==> config.mk <==
export PLATFORM = sky130hd
export DESIGN_NAME = keypad_emulator_flat
export DESIGN_NICKNAME = d
export VERILOG_FILES = /design/src/rtl/keypad_pkg.sv /design/src/rtl/keypad_emulator_if.sv /design/src/rtl/kp_cycle_timer.sv /design/src/rtl/keypad_emulator.sv /design/src/flat_wrapper.sv
export SDC_FILE = /design/constraint.sdc
export NUM_CORES = 1
export LEC_CHECK = 0
export ABC_AREA = 1
export CAP_MARGIN = 5
export CORE_MARGIN = 2
export CORE_UTILIZATION = 50
export DETAILED_ROUTE_END_ITERATION = 7
export GPL_ROUTABILITY_DRIVEN = 1
export PLACE_DENSITY_LB_ADDON = 0.12
export REMOVE_ABC_BUFFERS = 1
export SETUP_SLACK_MARGIN = 0.5
export SYNTH_ARGS = -nofsm -noshare
export SYNTH_HDL_FRONTEND = slang
export SYNTH_HIERARCHICAL = 1
export SYNTH_SLANG_ARGS = --single-unit
==> constraint.sdc <==
create_clock -name clk -period 3.4 [get_ports clk]
set_clock_uncertainty 0.15 [all_clocks]
set_input_delay 0.68 -clock clk [delete_from_list [all_inputs] [get_ports clk]]
set_output_delay 0.68 -clock clk [all_outputs]
set_load 0.05 [all_outputs]
==> src/rtl/keypad_pkg.sv <==
`default_nettype none
// +--------------------------------------------------------------------------+
// | Package : keypad_pkg                                                     |
// | Purpose : Shared types and the 4x4 keypad key map used by the keypad     |
// |           emulator and by the keypad scanner decoder.                    |
// | Contents: key_code_t, emu_state_t, KEY_ROW / KEY_COL map tables,         |
// |           kp_max4() helper for sizing the emulator timer.                |
// | Revision: 1.0  initial release                                           |
// +--------------------------------------------------------------------------+
package keypad_pkg;

  typedef logic [3:0] key_code_t;

  typedef enum logic [2:0] {
    IDLE       = 3'd0,
    BOUNCE_IN  = 3'd1,
    PRESS      = 3'd2,
    BOUNCE_OUT = 3'd3,
    RELEASE    = 3'd4
  } emu_state_t;

  // Physical layout (row, col):
  //   r0: 1 2 3 A   r1: 4 5 6 B   r2: 7 8 9 C   r3: E 0 F D
  // Tables are indexed by key code 0x0..0xF.
  localparam logic [1:0] KEY_ROW [16] = '{
    2'd3, 2'd0, 2'd0, 2'd0,   // 0 1 2 3
    2'd1, 2'd1, 2'd1, 2'd2,   // 4 5 6 7
    2'd2, 2'd2, 2'd0, 2'd1,   // 8 9 A B
    2'd2, 2'd3, 2'd3, 2'd3    // C D E F
  };

  localparam logic [1:0] KEY_COL [16] = '{
    2'd1, 2'd0, 2'd1, 2'd2,   // 0 1 2 3
    2'd0, 2'd1, 2'd2, 2'd0,   // 4 5 6 7
    2'd1, 2'd2, 2'd3, 2'd3,   // 8 9 A B
    2'd3, 2'd3, 2'd0, 2'd2    // C D E F
  };

  function automatic int kp_max4(input int a, input int b, input int c, input int d);
    int m;
    m = a;
    if (b > m) m = b;
    if (c > m) m = c;
    if (d > m) m = d;
    return m;
  endfunction

endpackage
`default_nettype wire

==> src/rtl/keypad_emulator_if.sv <==
`default_nettype none
// +--------------------------------------------------------------------------+
// | Interface: keypad_emulator_if                                            |
// | Purpose  : Bundles the keypad matrix lines and the press-command port    |
// |            of the keypad emulator.                                       |
// | Signals  : filas[3:0]    row drive from scanner, active-low              |
// |            columnas[3:0] column sense to scanner, active-low             |
// |            cmd_key[3:0]  key code to press                               |
// |            cmd_valid     command request                                 |
// |            cmd_ready     emulator can accept a command                   |
// |            busy          emulator is executing a press                   |
// |            press_active  contact state (1 = closed)                      |
// | Modports : master = scanner / command source, slave = emulator           |
// | Revision : 1.0  initial release                                          |
// +--------------------------------------------------------------------------+
interface keypad_emulator_if;
  import keypad_pkg::*;

  logic [3:0] filas;
  logic [3:0] columnas;
  key_code_t  cmd_key;
  logic       cmd_valid;
  logic       cmd_ready;
  logic       busy;
  logic       press_active;

  modport master (
    output filas, cmd_key, cmd_valid,
    input  columnas, cmd_ready, busy, press_active
  );

  modport slave (
    input  filas, cmd_key, cmd_valid,
    output columnas, cmd_ready, busy, press_active
  );

endinterface
`default_nettype wire

==> src/rtl/kp_cycle_timer.sv <==
`default_nettype none
// +--------------------------------------------------------------------------+
// | Module  : kp_cycle_timer                                                 |
// | Purpose : Loadable down-counter that stops at zero.                      |
// | Ports   : clk         system clock                                       |
// |           rst_n       asynchronous active-low reset (count -> 0)         |
// |           load_i      load load_val_i this cycle (has priority)          |
// |           load_val_i  value to load                                      |
// |           value_o     current count                                      |
// |           done_o      count == 0                                         |
// | Revision: 1.0  initial release                                           |
// +--------------------------------------------------------------------------+
module kp_cycle_timer #(
  parameter int WIDTH = 8
) (
  input  logic             clk,
  input  logic             rst_n,
  input  logic             load_i,
  input  logic [WIDTH-1:0] load_val_i,
  output logic [WIDTH-1:0] value_o,
  output logic             done_o
);

  logic [WIDTH-1:0] count_q;

  always_ff @(posedge clk or negedge rst_n) begin
    if (!rst_n) begin
      count_q <= '0;
    end else if (load_i) begin
      count_q <= load_val_i;
    end else if (count_q != '0) begin
      count_q <= count_q - 1'b1;
    end
  end

  assign value_o = count_q;
  assign done_o  = (count_q == '0);

endmodule
`default_nettype wire

==> src/rtl/keypad_emulator.sv <==
`default_nettype none
// +--------------------------------------------------------------------------+
// | Module  : keypad_emulator                                                |
// | Purpose : Electrical model of a 4x4 matrix keypad. Presses requested     |
// |           through a valid/ready command port close the matching contact  |
// |           for HOLD_CYCLES, then force it open for GAP_CYCLES. The column |
// |           lines answer the row scan combinationally, like a real switch. |
// | Ports   : clk    system clock                                            |
// |           rst_n  asynchronous active-low reset                           |
// |           kp     keypad_emulator_if.slave (matrix + command port)        |
// | Config  : KEYPAD_EMU_BOUNCE_EN - adds contact bounce at make and break   |
// |           (BOUNCE_TOGGLES toggles, one every BOUNCE_CYCLES).             |
// | Revision: 1.0  initial release                                           |
// +--------------------------------------------------------------------------+
module keypad_emulator import keypad_pkg::*; #(
  parameter int HOLD_CYCLES    = 540000,
  parameter int GAP_CYCLES     = 270000,
  parameter int BOUNCE_CYCLES  = 2700,
  parameter int BOUNCE_TOGGLES = 4
) (
  input  logic              clk,
  input  logic              rst_n,
  keypad_emulator_if.slave  kp
);

  localparam int c_BOUNCE_LEN = BOUNCE_TOGGLES * BOUNCE_CYCLES;
  // Sized so every value the single timer is ever loaded with fits.
  localparam int c_MAX_LOAD   = kp_max4(HOLD_CYCLES, GAP_CYCLES, c_BOUNCE_LEN, BOUNCE_CYCLES);
  localparam int TW           = $clog2(c_MAX_LOAD + 1);

`ifdef KEYPAD_EMU_BOUNCE_EN
  localparam bit c_USE_BOUNCE = (BOUNCE_TOGGLES > 0);
`else
  localparam bit c_USE_BOUNCE = 1'b0;
`endif

  // Loads are N-1 because the loading edge already starts the first cycle.
  localparam logic [TW-1:0] c_HOLD_LOAD  = TW'(HOLD_CYCLES - 1);
  localparam logic [TW-1:0] c_GAP_LOAD   = TW'(GAP_CYCLES - 1);
  localparam logic [TW-1:0] c_BNC_LOAD   = TW'(c_BOUNCE_LEN - 1);
  localparam logic [TW-1:0] c_BNC_PERIOD = TW'(BOUNCE_CYCLES);

  emu_state_t      state_q, state_d;
  logic            press_active_q, press_active_d;
  key_code_t       key_q, key_d;

  logic            w_load;
  logic [TW-1:0]   w_load_val;
  logic [TW-1:0]   w_timer_value;
  logic            w_timer_done;
  logic            w_accept;
  logic            w_bounce_edge;
  logic [3:0]      w_cols;

  kp_cycle_timer #(
    .WIDTH (TW)
  ) u_timer (
    .clk        (clk),
    .rst_n      (rst_n),
    .load_i     (w_load),
    .load_val_i (w_load_val),
    .value_o    (w_timer_value),
    .done_o     (w_timer_done)
  );

  assign w_accept = kp.cmd_valid && (state_q == IDLE);

  // The timer counts the remaining cycles of a bounce state; a new
  // BOUNCE_CYCLES slot starts next cycle whenever the remainder is a multiple.
  assign w_bounce_edge = ((w_timer_value % c_BNC_PERIOD) == '0);

  always_ff @(posedge clk or negedge rst_n) begin
    if (!rst_n) begin
      state_q        <= IDLE;
      press_active_q <= 1'b0;
      key_q          <= '0;
    end else begin
      state_q        <= state_d;
      press_active_q <= press_active_d;
      key_q          <= key_d;
    end
  end

  always_comb begin
    state_d        = state_q;
    press_active_d = press_active_q;
    key_d          = key_q;
    w_load         = 1'b0;
    w_load_val     = '0;

    case (state_q)
      IDLE: begin
        if (w_accept) begin
          key_d          = kp.cmd_key;
          press_active_d = 1'b1;
          w_load         = 1'b1;
          if (c_USE_BOUNCE) begin
            state_d    = BOUNCE_IN;
            w_load_val = c_BNC_LOAD;
          end else begin
            state_d    = PRESS;
            w_load_val = c_HOLD_LOAD;
          end
        end
      end

      BOUNCE_IN: begin
        if (w_timer_done) begin
          state_d        = PRESS;
          press_active_d = 1'b1;
          w_load         = 1'b1;
          w_load_val     = c_HOLD_LOAD;
        end else if (w_bounce_edge) begin
          press_active_d = !press_active_q;
        end
      end

      PRESS: begin
        if (w_timer_done) begin
          press_active_d = 1'b0;
          if (c_USE_BOUNCE) begin
            state_d    = BOUNCE_OUT;
            w_load     = 1'b1;
            w_load_val = c_BNC_LOAD;
          end else if (GAP_CYCLES > 0) begin
            state_d    = RELEASE;
            w_load     = 1'b1;
            w_load_val = c_GAP_LOAD;
          end else begin
            state_d    = IDLE;
          end
        end
      end

      BOUNCE_OUT: begin
        if (w_timer_done) begin
          press_active_d = 1'b0;
          if (GAP_CYCLES > 0) begin
            state_d    = RELEASE;
            w_load     = 1'b1;
            w_load_val = c_GAP_LOAD;
          end else begin
            state_d    = IDLE;
          end
        end else if (w_bounce_edge) begin
          press_active_d = !press_active_q;
        end
      end

      RELEASE: begin
        if (w_timer_done) begin
          state_d = IDLE;
        end
      end

      default: begin
        state_d        = IDLE;
        press_active_d = 1'b0;
      end
    endcase
  end

  // Only the pressed key's column can be pulled low, and only while its row
  // is driven low; any other rows driven low at the same time do not matter.
  always_comb begin
    w_cols = 4'b1111;
    if (press_active_q && !kp.filas[KEY_ROW[key_q]]) begin
      w_cols[KEY_COL[key_q]] = 1'b0;
    end
  end

  assign kp.columnas     = w_cols;
  assign kp.cmd_ready    = (state_q == IDLE);
  assign kp.busy         = (state_q != IDLE);
  assign kp.press_active = press_active_q;

endmodule
`default_nettype wire

==> src/flat_wrapper.sv <==
// flat-port wrapper written by rule: the top's interface ports become plain ports
module keypad_emulator_flat import keypad_pkg::*;
#(
  parameter int HOLD_CYCLES    = 540000,
  parameter int GAP_CYCLES     = 270000,
  parameter int BOUNCE_CYCLES  = 2700,
  parameter int BOUNCE_TOGGLES = 4
)
  (clk, rst_n, kp_filas, kp_cmd_key, kp_cmd_valid, kp_columnas, kp_cmd_ready, kp_busy, kp_press_active);
  keypad_emulator_if kp_i ();
  input  logic clk;
  input  logic rst_n;
  input wire logic [$bits(kp_i.filas)-1:0] kp_filas;
  input wire logic [$bits(kp_i.cmd_key)-1:0] kp_cmd_key;
  input wire logic [$bits(kp_i.cmd_valid)-1:0] kp_cmd_valid;
  output wire logic [$bits(kp_i.columnas)-1:0] kp_columnas;
  output wire logic [$bits(kp_i.cmd_ready)-1:0] kp_cmd_ready;
  output wire logic [$bits(kp_i.busy)-1:0] kp_busy;
  output wire logic [$bits(kp_i.press_active)-1:0] kp_press_active;
  assign kp_i.filas = kp_filas;
  assign kp_i.cmd_key = kp_cmd_key;
  assign kp_i.cmd_valid = kp_cmd_valid;
  assign kp_columnas = kp_i.columnas;
  assign kp_cmd_ready = kp_i.cmd_ready;
  assign kp_busy = kp_i.busy;
  assign kp_press_active = kp_i.press_active;
  keypad_emulator #(.HOLD_CYCLES(HOLD_CYCLES), .GAP_CYCLES(GAP_CYCLES), .BOUNCE_CYCLES(BOUNCE_CYCLES), .BOUNCE_TOGGLES(BOUNCE_TOGGLES)) u_core (.clk(clk), .rst_n(rst_n), .kp(kp_i));
endmodule
# == Word-level counts from Yosys, hierarchy flattened ==
# Memory sizes are Yosys's and may differ from the RTL's.
# Cells that the tools add are included.
# word_totals
regBits,28
rom_bits,64
inputBits,11
out_inout_bits,7
wordCells,69
mem_count,2
# classes
addsub,1
div_mod_pow,1
magnitude_cmp,4
eq_ne,9
muxes,29
n_bitwise,3
n_reduce_logical,16
# memory_table
name,words,word_bits,read_ports,rd_ports_with_merged_regs,write_ports,line,text
(no name shown),16,2,1,0,0,keypad_emulator.sv:167,if (press_active_q && !kp.filas[KEY_ROW[key_q]]) begin
(no name shown),16,2,1,0,0,keypad_emulator.sv:168,w_cols[KEY_COL[key_q]] = 1'b0;
# ops
op,count
two-way mux 20 bit,4
case mux 20 bit (3 select lines),1
zero test 20 bit,2
"remainder unit 20 x 12 -> 20 bit, second input constant",1
nonzero test 20 bit,1
"subtractor 20 x 1 -> 20 bit, second input constant",1
two-way mux 19 bit,1
two-way mux 3 bit,4
case mux 3 bit (4 select lines),1
two-way mux 1 bit,9
two-way mux 2 bit,4
"== test 3 x 2 -> 1 bit, second input constant",2
"< comparator 2 x 3 -> 1 bit, second input constant",2
"!= test 2 bit, second input constant",3
">= comparator 5 bit, second input constant",1
inverter 4 -> 5 bit,1
case mux 1 bit (5 select lines),1
two-way mux 4 bit,1
"!= test 2 x 1 -> 1 bit, second input constant",2
inverter 4 bit,1
AND reduction 4 bit,1
"== test 3 x 1 -> 1 bit, second input constant",1
"== test 3 bit, second input constant",1
logical AND 1 bit,3
13 further kinds,14

# == Longest topological paths before layout ==
# depth
ltp_word,10
mapped_depth,15
depth_no_buf,14

# == Hierarchy ==
# The synthesis kept the hierarchy.
# by_module_without_submodules
module,n_inst,cells_per_inst,area_per_inst_um2,seq_area_each_um2
kp_cycle_timer,1,209,1390.1,500.5
keypad_emulator,1,75,506.7,175.2

# == Least setup slack after synthesis ==
# No wires, ideal clock.
# synth_path
path_type,register -> register
from,reg u_core.u_timer.count_q[0] (netlist: u_core/u_timer/value_o[0])
to,reg u_core.u_timer.count_q[3] (netlist: u_core/u_timer/value_o[3])
arrival_time_ns,2.380
path_slack_ns,0.754
path_stages_with_launch,15
cell_sequence,dfrtp_1 > inv_1 > ha_1 > nand2_1 > nor4_1 > and3_1 > inv_1 > nor3_1 > inv_1 > nand2_1 > clkbuf_1 > clkbuf_1 > nor2_1 > nand2_1 > nand2_1
# synth_between
elab_chain_cells,4
word_cells_on_any_way,11
classes_between,1 x add/sub; 7 x mux; 3 x reduce/logical
# synth_lines
item,line,text
"start, declared",kp_cycle_timer.sv:24,logic [WIDTH-1:0] count_q;
"start signal, assigned",kp_cycle_timer.sv:30,count_q <= load_val_i;
"start signal, assigned",kp_cycle_timer.sv:32,count_q <= count_q - 1'b1;
zero test 20 bit *,kp_cycle_timer.sv:37,assign done_o = (count_q == '0);
net u_core.w_timer_done,keypad_emulator.sv:50,logic w_timer_done;
two-way mux 1 bit *,keypad_emulator.sv:108,if (w_timer_done) begin
case mux 1 bit (2 select lines) *,keypad_emulator.sv:91,case (state_q)
net u_core.w_load,keypad_emulator.sv:47,logic w_load;
two-way mux 20 bit / nonzero test 2 bit (equally long branches),--,
# The timed path passes the listed nets; every way through them passes the cells marked *. The select of a mux whose other input is x is not followed.
# A chain may end at the register's enable or synchronous reset.

# == Worst setup path after layout ==
# layout_path
from,reg u_core.state_q[2]
to,out kp_cmd_ready
# layout_between
elab_chain_cells,1
# layout_lines
item,line,text
"start, declared",keypad_emulator.sv:43,"emu_state_t state_q, state_d;"
"start signal, assigned",keypad_emulator.sv:78,state_q <= state_d;
zero test 3 bit,keypad_emulator.sv:173,assign kp.cmd_ready = (state_q == IDLE);
"end, declared",flat_wrapper.sv:17,output wire logic [$bits(kp_i.cmd_ready)-1:0] kp_cmd_ready;
# No other way between the ends.

==> results.json <==
{
  "run_status": "complete, no violations",
  "wire_length_of_the_first_global_routing_pass_um": 7286,
  "tritoncts": "yes",
  "grt_setup_unrepaired": "false",
  "crit_arrival_ns": 1.76,
  "fin_setup_tns_ns": 0,
  "synthesis.instances": 284,
  "timing.fmax_mhz": 386.2,
  "drtPass1Iterations": 4,
  "final.fill_count": 356,
  "crit_cells": 2,
  "post_cts_clock_slew_at_the_launch_and_capture_registers_of_the_worst_setup_and_hold_paths_ns": 0.09,
  "startpoint_type_of_the_worst_setup_path": "flip-flop",
  "clkLatencyLatePin_ns": 0.28,
  "core.rowCount": 22,
  "worst_path_largest_cell_delay_ns": 0.83,
  "worst_ir_drop_vdd_uv": 153.4,
  "cts-buffers-inserted": 3,
  "wirelength_um": 4042,
  "die_w_um": 65.59,
  "first_iter_violations": 88,
  "port_buffers": 17,
  "timing.hold.worst.class": "reg -> reg",
  "postPlaceCellArea_mm2": 0.002132,
  "reg2reg_slack_ns": 0.90,
  "type_of_element_capturing_the_critical_path": "output port",
  "first_global_vias": 1656,
  "drc": 0,
  "number_of_instances_on_the_worst_hold_path": 4,
  "synth-seq-cells": 27,
  "post-route-period-util_pct": 76.16,
  "endpoint_of_the_worst_register_to_register_path": "u_core/u_timer/value_o[18]",
  "initial_utilization_pct": 51.81,
  "power.share.sequential_pct": 59.9,
  "power.share.clock_pct": 34.0,
  "hold_path_startpoint": "u_core/u_timer/value_o[17]",
  "yosysUniqueCellTypes": 31,
  "synth.cells.most_frequent": "nand2_1, inv_1, dfrtp_1, nor2_1",
  "setup.worst_path.end": "kp_cmd_ready",
  "yosysMostFrequentCell": "nand2_1",
  "synth_edf_count": 0,
  "combPwrFrac_pct": 6.1,
  "mean_routed_wirelength_per_cell_um": 11.39,
  "num_antenna_cells": 0,
  "die-area_mm2": 0.004302,
  "sequential_element_share_of_the_synthesized_area_pct": 35.62,
  "cts_buffer_depth": 2,
  "cts_setup_buffers": 0,
  "period_minus_slack_ns": 2.590,
  "globalRouteTotalUtil_pct": 22.09,
  "avgSynthCellArea_um2": 6.679,
  "via_count": 1758,
  "cts.htree.levels": 1,
  "fp.coreArea_mm2": 0.003661,
  "detail_route.vias_per_cell": 4.952,
  "slew_viol_final": 0,
  "syn-cell-area_mm2": 0.001897,
  "regToRegStartpoint": "u_core/u_timer/value_o[0]",
  "critical_path_buf_inv_count": 1,
  "die-height_um": 65.59,
  "critical_path.top_delay_family": "buffers and inverters",
  "setup-violations-final": 0,
  "timing_hold_violations_final": 0,
  "fin_nets": 321,
  "worst-setup-path-type": "reg -> out",
  "cts_root_buf": "clkbuf_8",
  "required_ns": 2.57,
  "grt_total_ovfl": 0,
  "worstPathMaxFanout": 5,
  "critical_path.startpoint": "u_core/state_q[2]",
  "area_growth_syn_to_layout_pct": 15.37,
  "final_cell_area_mm2": 0.002188,
  "post-dp-hpwl_um": 3130,
  "ys_async_sr_fraction_pct": 100.0,
  "synth_warnings": 6,
  "path_cells": "nor2_1 -> clkdlybuf4s50_1",
  "i_o_pin_count": 18,
  "yosys.area.top_type_share_pct": 35.62,
  "synth_area_leaders": "dfrtp_1, nand2_1, inv_1",
  "power.density_mw_per_mm2": 248.2,
  "cts.sink_count": 27,
  "post_route_ant_nets": 0,
  "gp_routability_congestion": 0.8468,
  "power.share.switching_pct": 22.08,
  "synthDominantAreaCellType": "dfrtp_1",
  "intPower_mw": 0.4232,
  "antenna_violations_before_repair": 0,
  "leakage_nw": 1.021,
  "power_spent_charging_and_discharging_nets_mw": 0.1199,
  "maximum_number_of_pins_on_one_net_before_global_route_repair": 28,
  "ys.flop_type": "dfrtp_1",
  "cp_slowest_cell": "clkdlybuf4s50_1",
  "r2r_cells": 15,
  "cap_viol_max_count": 0,
  "final_layout_size_suffix_gt1_share_pct": 11.73
}
worst reg2reg max path: stages, from the launching register on:
cell and delay, ns:
dfrtp_1 0.38, inv_1 0.11, ha_1 0.18, nand2_1 0.08
nor4_1 0.23, and3_1 0.23, inv_1 0.09, nor3_4 0.18
inv_1 0.08, nand2_1 0.08, buf_4 0.18, inv_1 0.12
nand2_4 0.13, inv_4 0.07, nand2_1 0.07, nand2_1 0.04
state kept, by name, summed over array words and instances, names as in the netlist:
signal                  flops
u_core/key_q                4
u_core/kp.press_active      1
u_core/state_q              2
u_core/u_timer/value_o     20
placed cells by master (no fill, tap or decap), types with 2 or more instances in the layout:
cell             instances
nand3_1                 12
ha_1                     2
nand4_1                 13
clkbuf_8                 3
nor2_2                   5
nand3_2                  2
inv_2                    2
dfrtp_1                 27
nand2_1                109
nor2_4                   3
buf_4                    7
xnor2_1                  2
nand2_2                  8
nor2_1                  26
clkdlybuf4s50_1         13
inv_1                   32
nand3b_1                 4
o21ai_1                  4
xor2_1                   3
o21ai_0                 13
conb_1                   4
how the worst min path moves through the flow:
stage / end
after detailed placement: u_core/state_q[1]
final: u_core/u_timer/value_o[17]
after global placement: u_core/state_q[1]
after floorplan: u_core/key_q[0]
after global routing: u_core/u_timer/value_o[0]
after CTS: u_core/state_q[1]
routing by layer:
layer / global-route usage (%) / vias to the layer above / part of all wire (%)
li1: - / 939 / -
met3: 3.425 / 6 / 2.6
met2: 39.03 / 20 / 50
met5: 0 / - / 0
met4: 6.771 / 0 / 1.5
met1: 27.64 / 793 / 46
cell type report:
cell class / instances / area (um2) / area share (%)
multi-input cells: 221 / 1091 / 49.86
flip-flops and latches: 27 / 675.6 / 30.87
repair buffers: 20 / 182.7 / 8.348
inverters: 35 / 133.9 / 6.118
well taps: 48 / 60.06 / 2.744
clock buffers: 4 / 45.04 / 2.058
through the flow:
stage,setup slack [ns],total power [mW],std cells,util [%],hold WS (ns)
after floorplan,0.5499,0.3442,283,-,0.2344
after global placement,0.8141,0.3656,351,58.24,0.3885
after detailed placement,0.7056,0.3661,351,58.24,0.3912
after CTS,0.6914,0.5538,355,59.47,0.4069
after global routing,0.5529,0.5673,355,59.77,0.5099
final,0.8105,0.5432,355,59.77,0.4415
repair_timing:
action | CTS | global route
hold buffers | 0 | 0
setup endpoints to repair | 0 | 18
resized for setup | 0 | 2
power by group through the flow:
stage | Combinational [mW] | Clock, mW | Sequential (mW)
3_3_place_gp | 0.0339 | 0 | 0.332
5_1_grt | 0.0385 | 0.203 | 0.326
2_1_floorplan | 0.0128 | 0 | 0.331
6_report | 0.0333 | 0.184 | 0.325
4_1_cts | 0.0344 | 0.194 | 0.325
3_5_place_dp | 0.0343 | 0 | 0.332
cell families after synthesis:
family	after synthesis	share of synthesized area, %
AOI/OAI and AO/OA	20	5.541
xor gates and xnor gates	5	2.309
adders and majority gates	2	1.319
buffers and inverters	39	8.048
DFF	27	35.62
other	1	0.1977
and+or+nand+nor	190	46.97
(Power assumes the default switching activity.)
